`config.mk`:
```
export PLATFORM = sky130hd
export DESIGN_NAME = comma_insert
export DESIGN_NICKNAME = d
export VERILOG_FILES = /design/src/rtl/jesd_pkg.sv /design/src/rtl/comma_insert.sv
export SDC_FILE = /design/constraint.sdc
export NUM_CORES = 1
export LEC_CHECK = 0
export CORE_ASPECT_RATIO = 0.7
export CORE_MARGIN = 5
export CORE_UTILIZATION = 45
export DETAILED_ROUTE_END_ITERATION = 8
export GPL_ROUTABILITY_DRIVEN = 0
export PLACE_DENSITY_LB_ADDON = 0.25
export SYNTH_ARGS = -nofsm -noshare
export SYNTH_HDL_FRONTEND = slang
export SYNTH_SLANG_ARGS = --single-unit
```
`constraint.sdc`:
```
create_clock -name CLK -period 4.8 [get_ports CLK]
set_clock_uncertainty 0.2 [all_clocks]
set_input_delay 1.2 -clock CLK [delete_from_list [all_inputs] [get_ports CLK]]
set_output_delay 1.2 -clock CLK [all_outputs]
set_load 0.01 [all_outputs]
```
`src/rtl/jesd_pkg.sv`:
```
// jesd_pkg
// Shared definitions for the 8b/10b lane TX path:
//   K28_5_RDN / K28_5_RDP : the two running-disparity forms of K28.5
//   state_t               : comma-insert FSM states (IDLE, CGS, RELEASE)
//   comma_pair()          : 20-bit comma pair (two symbols) for a given
//                           starting running disparity, symbol [9:0] first
package jesd_pkg;

    localparam logic [9:0] K28_5_RDN = 10'b0011111010;
    localparam logic [9:0] K28_5_RDP = 10'b1100000101;

    typedef enum logic [1:0] {
        IDLE    = 2'd0,
        CGS     = 2'd1,
        RELEASE = 2'd2
    } state_t;

    // The first symbol must match the current disparity; the second one
    // uses the flipped disparity, so a pair leaves disparity unchanged.
    function automatic logic [19:0] comma_pair(input logic rd);
        logic [19:0] pair;
        if (rd) begin
            pair = {K28_5_RDN, K28_5_RDP};
        end else begin
            pair = {K28_5_RDP, K28_5_RDN};
        end
        return pair;
    endfunction

endpackage

```
`src/rtl/comma_insert.sv`:
```
// comma_insert
// Sits between the 8b/10b encoder and the serializer on a 20-bit lane.
// While REQ is high it replaces lane data with K28.5 comma pairs of the
// correct disparity and stalls the encoder (READY=0). After at least MIN_K
// comma cycles and once REQ drops, it returns to data aligned to an
// F_CYC-cycle frame and pulses DONE.
//
// Parameters: MIN_K (min comma cycles per session), F_CYC (frame length).
// Ports:
//   CLK, RST         lane clock, synchronous active-high reset
//   REQ              level sync request
//   DI/DVI/RD        encoded symbol pair, valid, encoder disparity
//   READY            DI accepted when DVI & READY (combinational)
//   DO/DVO/K/DONE    registered lane output, valid, comma flag, done pulse
//   CGS_CNT          completed-session count (only with COMMA_INSERT_STAT_EN)
// Build option: define COMMA_INSERT_STAT_EN to add CGS_CNT.
module comma_insert
    import jesd_pkg::*;
#(
    parameter int MIN_K = 16,
    parameter int F_CYC = 4
) (
    input  logic        CLK,
    input  logic        RST,
    input  logic        REQ,
    input  logic [19:0] DI,
    input  logic        DVI,
    input  logic        RD,
    output logic        READY,
    output logic [19:0] DO,
    output logic        DVO,
    output logic        K,
    output logic        DONE
`ifdef COMMA_INSERT_STAT_EN
    ,
    output logic [15:0] CGS_CNT
`endif
);

    localparam int KW = $clog2(MIN_K + 1);
    localparam int FW = (F_CYC > 1) ? $clog2(F_CYC) : 1;
    localparam logic [KW-1:0] KMAX  = KW'(MIN_K);
    localparam logic [FW-1:0] FLAST = FW'(F_CYC - 1);

    state_t          r_state;
    state_t          w_state_next;
    logic [KW-1:0]   r_kcnt;
    logic [KW-1:0]   w_kcnt_next;
    logic [KW-1:0]   w_kcnt_inc;
    logic [FW-1:0]   r_frame;
    logic [19:0]     r_do;
    logic [19:0]     w_do_next;
    logic            r_dvo;
    logic            w_dvo_next;
    logic            r_k;
    logic            w_k_next;
    logic            r_done_pend;
    logic            w_done_pend_next;
    logic            r_done;
    logic [19:0]     w_pair;
    logic            w_kcnt_ok;

    assign w_pair     = comma_pair(RD);
    assign w_kcnt_inc = (r_kcnt == KMAX) ? r_kcnt : r_kcnt + 1'b1;
    // Counts this edge's pair as well, so the check is kcnt+1 >= MIN_K.
    assign w_kcnt_ok  = (int'(r_kcnt) + 1) >= MIN_K;

    assign READY = (r_state == IDLE) && !REQ;
    assign DO    = r_do;
    assign DVO   = r_dvo;
    assign K     = r_k;
    assign DONE  = r_done;

    always_comb begin
        w_state_next     = r_state;
        w_kcnt_next      = r_kcnt;
        w_do_next        = DI;
        w_dvo_next       = DVI;
        w_k_next         = 1'b0;
        w_done_pend_next = 1'b0;
        case (r_state)
            IDLE: begin
                if (REQ) begin
                    w_do_next    = w_pair;
                    w_dvo_next   = 1'b1;
                    w_k_next     = 1'b1;
                    w_kcnt_next  = KW'(1);
                    w_state_next = CGS;
                end
            end
            CGS: begin
                w_do_next   = w_pair;
                w_dvo_next  = 1'b1;
                w_k_next    = 1'b1;
                w_kcnt_next = w_kcnt_inc;
                if (!REQ && w_kcnt_ok) begin
                    w_state_next = RELEASE;
                end
            end
            RELEASE: begin
                w_do_next   = w_pair;
                w_dvo_next  = 1'b1;
                w_k_next    = 1'b1;
                w_kcnt_next = w_kcnt_inc;
                if (REQ) begin
                    w_state_next = CGS;
                end else if (r_frame == FLAST) begin
                    // Final pair goes out now; DONE lands with the first
                    // IDLE output cycle, one edge later.
                    w_state_next     = IDLE;
                    w_done_pend_next = 1'b1;
                end
            end
            default: begin
                w_state_next = IDLE;
            end
        endcase
    end

    always_ff @(posedge CLK) begin
        if (RST) begin
            r_state     <= IDLE;
            r_kcnt      <= '0;
            r_frame     <= '0;
            r_do        <= '0;
            r_dvo       <= 1'b0;
            r_k         <= 1'b0;
            r_done_pend <= 1'b0;
            r_done      <= 1'b0;
        end else begin
            r_state     <= w_state_next;
            r_kcnt      <= w_kcnt_next;
            r_frame     <= (r_frame == FLAST) ? '0 : r_frame + 1'b1;
            r_do        <= w_do_next;
            r_dvo       <= w_dvo_next;
            r_k         <= w_k_next;
            r_done_pend <= w_done_pend_next;
            r_done      <= r_done_pend;
        end
    end

`ifdef COMMA_INSERT_STAT_EN
    logic [15:0] r_cgs_cnt;

    // Increments on the same edge that raises DONE.
    always_ff @(posedge CLK) begin
        if (RST) begin
            r_cgs_cnt <= '0;
        end else if (r_done_pend && (r_cgs_cnt != 16'hFFFF)) begin
            r_cgs_cnt <= r_cgs_cnt + 16'd1;
        end
    end

    assign CGS_CNT = r_cgs_cnt;
`endif

endmodule

```
==> flow_summary.yaml <==
outcome:
  status: "completed"
power:
  swShare_pct: 28.75
  p_leak_nw: 0.7860
  power_frac_comb_pct: 30.7
  p_sw_mw: 0.2482
  p_clk_share_pct: 30.9
  power_density_nw_per_um2: 440.8
  vdd_drop_max_mv: 0.2531
  seqPwrFrac_pct: 38.5
  p_int_mw: 0.6150
timing:
  post-route-period-util_pct: 81.77
  rsz0062_at_grt: "false"
  tns_ns: 0
  slew_viol_final: 0
  worst_slew_pin_slew_ns: 0.9705
  setup_viol: 0
  slew_headroom_pct: 35.10
  max_clock_freq_mhz: 254.8
  hold_viol: 0
  min_period_ns: 3.925
  worst_slack_ns: 0.8753
synth:
  synthSimpleGateAreaFrac_pct: 20.50
  synthAdderAreaFrac_pct: 6.524
  synth-xor-area-share_pct: 0
  syn-cell-area_um2: 1343
  ys_seq_area_share_pct: 49.21
  synth_top_area_share_pct: 49.21
  ys_types: 38
  netlist_top_cells_area: "dfxtp_1 (49%), nor2_1 (7.8%), ha_1 (6.5%), a21oi_1 (6.3%), nand2_1 (3.4%)"
  synthTopCellsByCount: "dfxtp_1 (33), nor2_1 (28), a21oi_1 (17)"
  synth_top_family_by_area: "simple AND/OR/NAND/NOR gates"
  syn_area_per_cell_um2: 8.891
  synth.area.mux_share_pct: 1.678
  synthArstFlopShare_pct: 0
  netlist_instances: 151
  yosysTopAreaCell: "dfxtp_1"
  synth_warnings: 0
  synth_edf_count: 0
  syn_nets: 183
  synth_flop_cell: "dfxtp_1"
  ys_ff_latch: 33
  yosysMostFrequentCell: "dfxtp_1"
  synth-compound-area-share_pct: 16.87
detailed_routing:
  drt_iter0_markers: 36
  vias: 1163
  drcViolationCount: 0
  wl_per_cell_um: 13.78
  final_antenna_net_count: 0
  dr.pass1.iters: 4
  drt_wl_total_um: 3265
  viasPerCell: 4.907
floorplanning:
  die_x_um: 75.29
  die_h_um: 55.70
  core_um2: 2823
  start_util_pct: 47.56
  num_io_pins: 49
  dieArea_um2: 4193
  num_rows: 16
grt:
  met3_usage_pct: 6.318
  met2_usage_pct: 27.31
  met1_usage_pct: 20.33
  antenna_found_initial: 0
  grt_pass1_wl_um: 5423
  grt_max_degree: 28
  track_usage_pct: 16.84
  gr-total-overflow: 0
  grt_pass1_vias: 1166
  busiest_layer: "met2"
critical_path:
  critPathRequiredTime_ns: 3.40
  startpoint: "REQ"
  crit_type: "input pin to output port"
  r2r_slack_ns: 2.62
  worstPathMaxFanout: 7
  critical_path_arrival_ns: 2.52
  start_kind: "input pin"
  r2r-start: "r_state[0]"
  crit_path_end_kind: "output port"
  r2r-end: "r_kcnt[2]"
  reg2reg_depth: 6
  crit_path_end: "READY"
clocking:
  clockBufferDepth: 2
  clkTransAtPathRegs_ns: 0.06
  cts_setup_buffers: 0
  cts_max_level: 2
  numClockSinks: 33
  clock_latency_ns: 0.29
  cts_tree: "done"
  cts_repair_resize_count: 0
  clockRootBuffer: "clkbuf_8"
  ctsHoldBuffers: 0
  cts_buffers: 5
min_path:
  hold_class: "flop to flop"
final_layout:
  nNetsFinal: 232
  drive_gt1_share_pct: 7.463
  synthToLayoutAreaGrowth_pct: 45.85
  num_antenna_cells: 0
run:
  cap_violations: 0
placed_design:
  dp_slack_ns: 0.8853
  port_buffers: 48
  place_hpwl_um: 2351
[critical path, cell delays in order]
cell             delay (ns)
clkdlybuf4s50_1        0.50
nand2b_4               0.21
inv_4                  0.08
clkdlybuf4s50_1        0.53
[placed cells by master, fill, tap and decap left out, types with 3 or more instances in the layout]
cell	count
nor2_1	28
nand2_1	12
nor3_1	3
clkbuf_8	6
dfxtp_1	33
ha_1	7
a21oi_1	17
inv_1	10
o21ai_1	3
clkdlybuf4s50_1	48
nor2b_1	3
[state kept, by name, indices dropped and copies added, names as in the netlist]
register and count:
DVO 1, r_done_pend 1, DONE 1, r_kcnt 5, DO 20, r_frame 2
K 1, r_state 2
[cell type report]
type,instances,area (µm²)
multi-input combinational,101,611.8
inverter,11,43.79
fill,222,864.6
sequential,33,660.6
tap,36,45.04
clock inverter,1,30.03
clock buffer,7,86.33
timing repair buffer,48,480.5
[per-layer routing]
metal  wire length (µm)  part of all wire (%)
met1               1381                    42
met2               1598                    49
met3                246                   7.5
met4                 39                   1.2
met5                  0                     0
[cells by family after synthesis]
group / count (synthesis)
simple gates: 58
flops: 33
compound gates: 34
mux: 2
buf+inv: 17
fa+ha+maj: 7
[worst min path at each step]
stage,startpoint,end,slack (ns),cells after the start
after floorplan,r_frame[0],r_frame[0],0.21,1
after global placement,r_frame[0],r_frame[0],0.22,1
after detailed placement,r_frame[0],r_frame[0],0.23,1
after CTS,r_frame[0],r_frame[0],0.24,1
after global routing,r_frame[0],r_frame[0],0.26,1
final,r_frame[0],r_frame[0],0.24,1
[power by group through the flow]
stage | logic, mW | registers, mW | clock network, mW
floorplan | 0.129 | 0.354 | 0
global placement | 0.254 | 0.336 | 0
detailed placement | 0.263 | 0.338 | 0
CTS | 0.266 | 0.332 | 0.271
global route | 0.292 | 0.337 | 0.286
finish | 0.265 | 0.332 | 0.266
[per-stage QoR]
step           total power, mW  cell area [µm²]  hold WS [ns]  std cells  utilization (%)
2_1_floorplan           0.4826             1343        0.2084        151                -
3_3_place_gp            0.5901             1842        0.2153        229            65.25
3_5_place_dp            0.6012             1842        0.2252        229            65.25
4_1_cts                 0.8700             1958        0.2423        237            69.37
5_1_grt                 0.9152             1958        0.2611        237            69.37
6_report                0.8632             1958        0.2416        237            69.37
Power figures use the tool's default switching activity.
